File: config.mk
export PLATFORM = sky130hd
export DESIGN_NAME = backup_buffer_flat
export DESIGN_NICKNAME = d
export VERILOG_FILES = /design/src/rtl/pcu_pkg.sv /design/src/rtl/backup_buffer_if.sv /design/src/rtl/bb_storage.sv /design/src/rtl/pcu_dec.sv /design/src/rtl/backup_buffer.sv /design/src/flat_wrapper.sv
export SDC_FILE = /design/constraint.sdc
export NUM_CORES = 1
export LEC_CHECK = 0
export ABC_AREA = 1
export BUFFER_PORTS_ARGS = -buffer_cell sky130_fd_sc_hd__buf_2
export CAP_MARGIN = 10
export CORE_UTILIZATION = 47
export CTS_CLUSTER_DIAMETER = 50
export CTS_CLUSTER_SIZE = 16
export DETAILED_ROUTE_END_ITERATION = 10
export GPL_ROUTABILITY_DRIVEN = 0
export SYNTH_ARGS = -nofsm -noshare
export SYNTH_HDL_FRONTEND = slang
export SYNTH_HIERARCHICAL = 1
export SYNTH_SLANG_ARGS = --single-unit
File: constraint.sdc
create_clock -name Clk -period 4.2 [get_ports Clk]
set_input_delay 0.21 -clock Clk [delete_from_list [all_inputs] [get_ports Clk]]
set_output_delay 0.21 -clock Clk [all_outputs]
set_load 0.005 [all_outputs]
File: src/rtl/pcu_pkg.sv
// Shared defaults and types for the power-control unit blocks.
// Wrapper count, data width and buffer depth live here so sibling blocks agree.
package pcu_pkg;
  localparam int K_DEF     = 10;
  localparam int N_DEF     = 32;
  localparam int DEPTH_DEF = 16;
  localparam int LOG2_K    = $clog2(K_DEF);

  // Entry layout: data in the upper bits, wrapper address in the low clog2(k) bits.
  function automatic int entry_w(input int n, input int k);
    return n + $clog2(k);
  endfunction

  typedef enum logic [1:0] {IDLE, POP, DONE} bb_state_e;
endpackage

File: src/rtl/backup_buffer_if.sv
// PCU <-> backup buffer bundle: push/restore controls in, status and restore writes out.
interface backup_buffer_if #(
  parameter int K     = pcu_pkg::K_DEF,
  parameter int N     = pcu_pkg::N_DEF,
  parameter int DEPTH = pcu_pkg::DEPTH_DEF
);
  localparam int W  = pcu_pkg::entry_w(N, K);
  localparam int CW = $clog2(DEPTH + 1);

  logic          Pwr_off;
  logic          Rst_Buffer;
  logic          PushEn_Buffer;
  logic [W-1:0]  PushVal_Buffer;
  logic          Start_Restore;
  logic          IsFull_Buffer;
  logic          IsEmpty_Buffer;
  logic [CW-1:0] Count;
  logic          Overflow;
  logic          Restore_Busy;
  logic          Restore_Done;
  logic [N-1:0]  Restore_Val;
  logic [K-1:0]  Restore_Ens;

  modport master (
    output Pwr_off, Rst_Buffer, PushEn_Buffer, PushVal_Buffer, Start_Restore,
    input  IsFull_Buffer, IsEmpty_Buffer, Count, Overflow,
           Restore_Busy, Restore_Done, Restore_Val, Restore_Ens
  );

  modport slave (
    input  Pwr_off, Rst_Buffer, PushEn_Buffer, PushVal_Buffer, Start_Restore,
    output IsFull_Buffer, IsEmpty_Buffer, Count, Overflow,
           Restore_Busy, Restore_Done, Restore_Val, Restore_Ens
  );
endinterface

File: src/rtl/bb_storage.sv
// Backup buffer entry array: one write port, asynchronous read, contents never reset.
module bb_storage #(
  parameter int DEPTH = 16,
  parameter int W     = 36,
  parameter int AW    = $clog2(DEPTH)
) (
  input  logic          Clk,
  input  logic          we,
  input  logic [AW-1:0] waddr,
  input  logic [W-1:0]  wdata,
  input  logic [AW-1:0] raddr,
  output logic [W-1:0]  rdata
);
  logic [W-1:0] mem [DEPTH];

  always_ff @(posedge Clk) begin
    if (we) mem[waddr] <= wdata;
  end

  assign rdata = mem[raddr];
endmodule

File: src/rtl/pcu_dec.sv
// Binary to one-hot decoder; codes at or above OW decode to all zeros.
module pcu_dec #(
  parameter int IW = 4,
  parameter int OW = 10
) (
  input  logic          en,
  input  logic [IW-1:0] sel,
  output logic [OW-1:0] onehot
);
  for (genvar i = 0; i < OW; i++) begin : g_dec
    assign onehot[i] = en && (sel == IW'(i));
  end
endmodule

File: src/rtl/backup_buffer.sv
// Circular backup FIFO of wrapper register values; on restore it replays entries
// oldest-first as one-hot writes so the newest value per wrapper lands last.
module backup_buffer
  import pcu_pkg::*;
#(
  parameter int K     = K_DEF,
  parameter int N     = N_DEF,
  parameter int DEPTH = DEPTH_DEF
) (
  input logic            Clk,
  input logic            Rst,
  backup_buffer_if.slave bus
);
  localparam int KW = $clog2(K);
  localparam int W  = entry_w(N, K);
  localparam int AW = $clog2(DEPTH);
  localparam int CW = $clog2(DEPTH + 1);

  bb_state_e     state, state_d;
  logic [AW-1:0] wr_ptr, rd_ptr;
  logic [CW-1:0] count;
  logic          overflow;
  logic [W-1:0]  rd_entry;
  logic          live, full, push_try, push_ok, pop;

  // Power-off freezes everything; only the async reset still acts.
  assign live     = !bus.Pwr_off;
  assign full     = (count == CW'(DEPTH));
  assign push_try = live && !bus.Rst_Buffer && (state == IDLE) && bus.PushEn_Buffer;
  assign push_ok  = push_try && !full;
  assign pop      = live && (state == POP);

  always_comb begin
    state_d = state;
    if (live) begin
      if (bus.Rst_Buffer) state_d = IDLE;
      else begin
        case (state)
          // A push in the start cycle joins the restore, so it counts as non-empty.
          IDLE:    if (bus.Start_Restore) state_d = (count != '0 || push_ok) ? POP : DONE;
          POP:     if (count <= CW'(1)) state_d = DONE;
          DONE:    state_d = IDLE;
          default: state_d = IDLE;
        endcase
      end
    end
  end

  always_ff @(posedge Clk or negedge Rst) begin
    if (!Rst) begin
      state    <= IDLE;
      wr_ptr   <= '0;
      rd_ptr   <= '0;
      count    <= '0;
      overflow <= 1'b0;
    end else if (live) begin
      state <= state_d;
      if (bus.Rst_Buffer) begin
        wr_ptr   <= '0;
        rd_ptr   <= '0;
        count    <= '0;
        overflow <= 1'b0;
      end else begin
        if (push_ok) begin
          wr_ptr <= wr_ptr + 1'b1;
          count  <= count + 1'b1;
        end
        if (push_try && full) overflow <= 1'b1;
        if (pop) begin
          rd_ptr <= rd_ptr + 1'b1;
          count  <= count - 1'b1;
        end
      end
    end
  end

  bb_storage #(.DEPTH(DEPTH), .W(W)) u_mem (
    .Clk   (Clk),
    .we    (push_ok),
    .waddr (wr_ptr),
    .wdata (bus.PushVal_Buffer),
    .raddr (rd_ptr),
    .rdata (rd_entry)
  );

  pcu_dec #(.IW(KW), .OW(K)) u_dec (
    .en     (pop),
    .sel    (rd_entry[KW-1:0]),
    .onehot (bus.Restore_Ens)
  );

  assign bus.Restore_Val    = pop ? rd_entry[W-1:KW] : '0;
  assign bus.Restore_Busy   = (state == POP);
  assign bus.Restore_Done   = live && (state == DONE);
  assign bus.IsFull_Buffer  = full;
  assign bus.IsEmpty_Buffer = (count == '0);
  assign bus.Count          = count;
  assign bus.Overflow       = overflow;
endmodule

File: src/flat_wrapper.sv
// flat-port wrapper written by rule: the top's interface ports become plain ports
module backup_buffer_flat import pcu_pkg::*;
#(
  parameter int K     = K_DEF,
  parameter int N     = N_DEF,
  parameter int DEPTH = DEPTH_DEF
)
  (Clk, Rst, bus_Pwr_off, bus_Rst_Buffer, bus_PushEn_Buffer, bus_PushVal_Buffer, bus_Start_Restore, bus_IsFull_Buffer, bus_IsEmpty_Buffer, bus_Count, bus_Overflow, bus_Restore_Busy, bus_Restore_Done, bus_Restore_Val, bus_Restore_Ens);
  backup_buffer_if #(.K(K), .N(N), .DEPTH(DEPTH)) bus_i ();
  input logic Clk;
  input logic Rst;
  input wire logic [$bits(bus_i.Pwr_off)-1:0] bus_Pwr_off;
  input wire logic [$bits(bus_i.Rst_Buffer)-1:0] bus_Rst_Buffer;
  input wire logic [$bits(bus_i.PushEn_Buffer)-1:0] bus_PushEn_Buffer;
  input wire logic [$bits(bus_i.PushVal_Buffer)-1:0] bus_PushVal_Buffer;
  input wire logic [$bits(bus_i.Start_Restore)-1:0] bus_Start_Restore;
  output wire logic [$bits(bus_i.IsFull_Buffer)-1:0] bus_IsFull_Buffer;
  output wire logic [$bits(bus_i.IsEmpty_Buffer)-1:0] bus_IsEmpty_Buffer;
  output wire logic [$bits(bus_i.Count)-1:0] bus_Count;
  output wire logic [$bits(bus_i.Overflow)-1:0] bus_Overflow;
  output wire logic [$bits(bus_i.Restore_Busy)-1:0] bus_Restore_Busy;
  output wire logic [$bits(bus_i.Restore_Done)-1:0] bus_Restore_Done;
  output wire logic [$bits(bus_i.Restore_Val)-1:0] bus_Restore_Val;
  output wire logic [$bits(bus_i.Restore_Ens)-1:0] bus_Restore_Ens;
  assign bus_i.Pwr_off = bus_Pwr_off;
  assign bus_i.Rst_Buffer = bus_Rst_Buffer;
  assign bus_i.PushEn_Buffer = bus_PushEn_Buffer;
  assign bus_i.PushVal_Buffer = bus_PushVal_Buffer;
  assign bus_i.Start_Restore = bus_Start_Restore;
  assign bus_IsFull_Buffer = bus_i.IsFull_Buffer;
  assign bus_IsEmpty_Buffer = bus_i.IsEmpty_Buffer;
  assign bus_Count = bus_i.Count;
  assign bus_Overflow = bus_i.Overflow;
  assign bus_Restore_Busy = bus_i.Restore_Busy;
  assign bus_Restore_Done = bus_i.Restore_Done;
  assign bus_Restore_Val = bus_i.Restore_Val;
  assign bus_Restore_Ens = bus_i.Restore_Ens;
  backup_buffer #(.K(K), .N(N), .DEPTH(DEPTH)) u_core (.Clk(Clk), .Rst(Rst), .bus(bus_i));
endmodule
==> results.py <==
metrics = {
    "worst_hold_path": {
        "hold_end": "u_core/u_mem/mem[9][21]$_DFFE_PP_",
        "whs_path_depth": 1,
        "worstHoldPathType": "in -> reg",
        "min_from": "bus_PushVal_Buffer[21]",
    },
    "detailed_routing": {
        "drt_pass1_iterations": 5,
        "vias_per_cell": 5.09,
        "avgRoutedWirePerCell_um": 18.3,
        "vias": 17698,
        "ant_nets": 0,
        "drc": 0,
        "wl_mm": 63.5,
        "dr.first_iter.drc_count": 1428,
    },
    "floorplan": {
        "start_util_pct": 47.5,
        "die_x_um": 238,
        "rows": 86,
        "die_area_um2": 56500,
        "core-area_um2": 55000,
        "die_h_um": 238,
        "io_pins": 94,
    },
    "yosys": {
        "yosysMostFrequentCell": "nand2_1",
        "synth_edf_count": 576,
        "synth_area_leaders": "edfxtp_1 (66%), nand2_1 (12%), nand3_1 (8.7%)",
        "ys_ff_latch": 592,
        "avgSynthCellArea_um2": 10.1,
        "synth_ff_type": "edfxtp_1",
        "synth_warnings": 6,
        "ys_types": 33,
        "ys_seq_area_share_pct": 67.7,
        "async_reset_ff_share_pct": 2.70,
        "yosys-mux-area-fraction_pct": 0,
        "synth_commonest_cells": "nand2_1 (812), edfxtp_1 (576), inv_1 (482), nand3_1 (452), nor2_1 (68)",
        "synth_fa_ha_area_share_pct": 0.239,
        "netlist_area_um2": 26100,
        "synth-compound-area-share_pct": 0.239,
        "synthSimpleGateAreaFrac_pct": 21.9,
        "synth_xor_area_share_pct": 0.168,
        "yosys.area.top_type": "edfxtp_1",
        "synth_top_family_by_area": "simple AND/OR/NAND/NOR gates",
        "synth_nets": 2627,
        "yosysTopAreaCellShare_pct": 66.2,
        "syn-instance-count": 2580,
    },
    "power_and_ir_drop": {
        "peakVddDrop_mv": 0.596,
        "power_density_nw_per_um2": 527,
        "power.total_uw": 15700,
        "p_leak_uw": 0.0129,
    },
    "clocking": {
        "cts_tree": "done",
        "cts.sinks": 592,
        "clk_pin_slew_worst_paths_ns": 0.07,
        "post_cts_buffers": 0,
        "clk_path_buf_depth": 3,
        "cts_hold_buf": 40,
        "numCtsBuffers": 56,
        "cts_root_buf": "clkbuf_16",
        "cts_resized": 0,
        "insertion_delay_ns": 0.61,
        "htree_num_levels": 2,
    },
    "worst_setup_path": {
        "required_ns": 3.99,
        "critical_path.top_delay_family": "buffers and inverters",
        "criticalPathCategory": "reg -> out",
        "r2r_end": "u_core/u_mem/mem[10][16]$_DFFE_PP_",
        "cp_max_fo": 133,
        "slowest_stage": "dfrtp_4",
        "worst-path-buf-inv": 4,
        "endpoint_kind": "output pin",
        "r2r_slack_ns": 1.09,
        "start_kind": "register",
        "cp_slowest_stage_delay_ns": 0.73,
        "path_cells": "inv_8 -> buf_4 -> nand2_1 -> nand2_1 -> nand2_1 -> nand3_1 -> nand3_1 -> nand2_1 -> inv_1 -> nor2_1 -> buf_2",
        "worstSetupStartpoint": "u_core/rd_ptr[0]$_DFFE_PN0P_",
        "worstRegToRegCells": 8,
        "crit_top_cell": "nand2_1",
        "cp.arrival_ns": 3.44,
        "rr_startpoint": "u_core/bus.Count[0]$_DFFE_PN0P_",
    },
    "job": {
        "max_cap_violations": 0,
    },
    "timing": {
        "grt_setup_unrepaired": "no",
        "skew_ns": 0.0161,
        "fin_ws_ns": 0.546,
        "finalCriticalPeriod_ns": 3.65,
        "finalSetupViolations": 0,
        "slew_violations": 0,
        "whs_ns": 0.0396,
        "max_freq_mhz": 274,
        "setup_tns_ns": 0,
        "slew_headroom_pct": 23.0,
        "min_period_over_period_pct": 87.0,
        "finalHoldViolCount": 0,
        "tightestPinTransition_ns": 1.16,
    },
    "cells_and_area": {
        "multi_input_area_um2": 6020,
        "drive_above_1_share_pct": 9.59,
        "nNetsFinal": 2731,
        "area_growth_pct": 13.8,
        "final.fill_count": 4753,
        "register_area_um2": 17700,
    },
    "place": {
        "portBuffers": 93,
        "place_ws_ns": 1.11,
        "dp_hpwl_mm": 32.9,
    },
    "run_status": {
        "status": "finished clean",
    },
    "global_route": {
        "grt_pass1_wl_mm": 98.5,
        "grt_pass1_vias": 17102,
        "grt_util_all_layers_pct": 22.7,
        "grt_antenna_before_repair": 2,
        "gr-total-overflow": 0,
        "grt_max_degree": 168,
    },
}
[per-layer routing]
metal  global-route usage, %  routed length [µm]  vias up
met4                    5.36                1100        2
met5                       0                  10        -
met1                    31.5               28400     8607
li1                        -                   -     8506
met3                    2.98                3380       79
met2                    38.1               30600      504
[registers in the layout, summed over array words and instances, names as in the netlist]
signal,cells
u_core/bus.Count,5
u_core/bus.Overflow,1
u_core/rd_ptr,4
u_core/state,2
u_core/u_mem/mem,576
u_core/wr_ptr,4
[stage by stage]
step / cells / utilization, % / cell area, µm²
after global placement: 3334 / 49.9 / 27400
after CTS: 3479 / 54.0 / 29700
after global routing: 3480 / 54.0 / 29700
after detailed placement: 3334 / 49.9 / 27400
final: 3480 / 54.0 / 29700
after floorplan: 2580 / - / 26100
[how the worst max path moves through the flow]
stage                     slack, ns  cells past startpoint                                 to
final                          0.55                     11                 bus_Restore_Val[8]
after floorplan                0.91                      7  u_core/u_mem/mem[12][0]$_DFFE_PP_
after CTS                      0.53                     11                 bus_Restore_Val[8]
after detailed placement       1.11                      8  u_core/u_mem/mem[10][9]$_DFFE_PP_
after global routing           0.29                     11                 bus_Restore_Val[8]
after global placement         1.17                     11                 bus_Restore_Val[9]
[layout make-up]
class / count / area share, %
well taps: 748 / 3.15
repair buffers: 168 / 4.35
diodes: 1 / 0.00842
flip-flops and latches: 592 / 59.6
clock buffers: 59 / 4.83
inverters: 492 / 6.27
clock inverters: 46 / 1.54
multi-input cells: 1374 / 20.3
[cells in the final DEF, fill, tap and decap left out, types with 9 or more instances in the layout]
cell type      Yosys  routed
clkbuf_16          0      57
nor2_1            68      52
buf_4             27      22
nand3_1          452     452
nor2_4             3      19
buf_12             0      13
dfrtp_1           16      12
clkinv_1           1      10
buf_2             51      93
edfxtp_1         576     576
nand2_1          812     812
inv_1            482     482
inv_6              1       9
dlygate4sd3_1      0      40
[cell families (layout without fill, tap and decap cells)]
kind of cell,count (synthesis),after routing
adder cells (fa/ha/maj),5,5
flip-flops,592,592
AO/OA/AOI/OAI,10,10
other,0,1
AND/OR/NAND/NOR,1354,1354
XOR/XNOR,5,5
buffers and inverters,614,765
[where the power goes]
| group | leakage, µW | total [µW] | internal (µW) | switching [µW] |
|---|---|---|---|---|
| registers | 0.00539 | 6770 | 6590 | 178 |
| clock network | 0.000907 | 5180 | 2850 | 2340 |
| logic | 0.00656 | 3720 | 1130 | 2590 |
| total | 0.0129 | 15700 | 10600 | 5100 |
(Power assumes the default switching activity.)
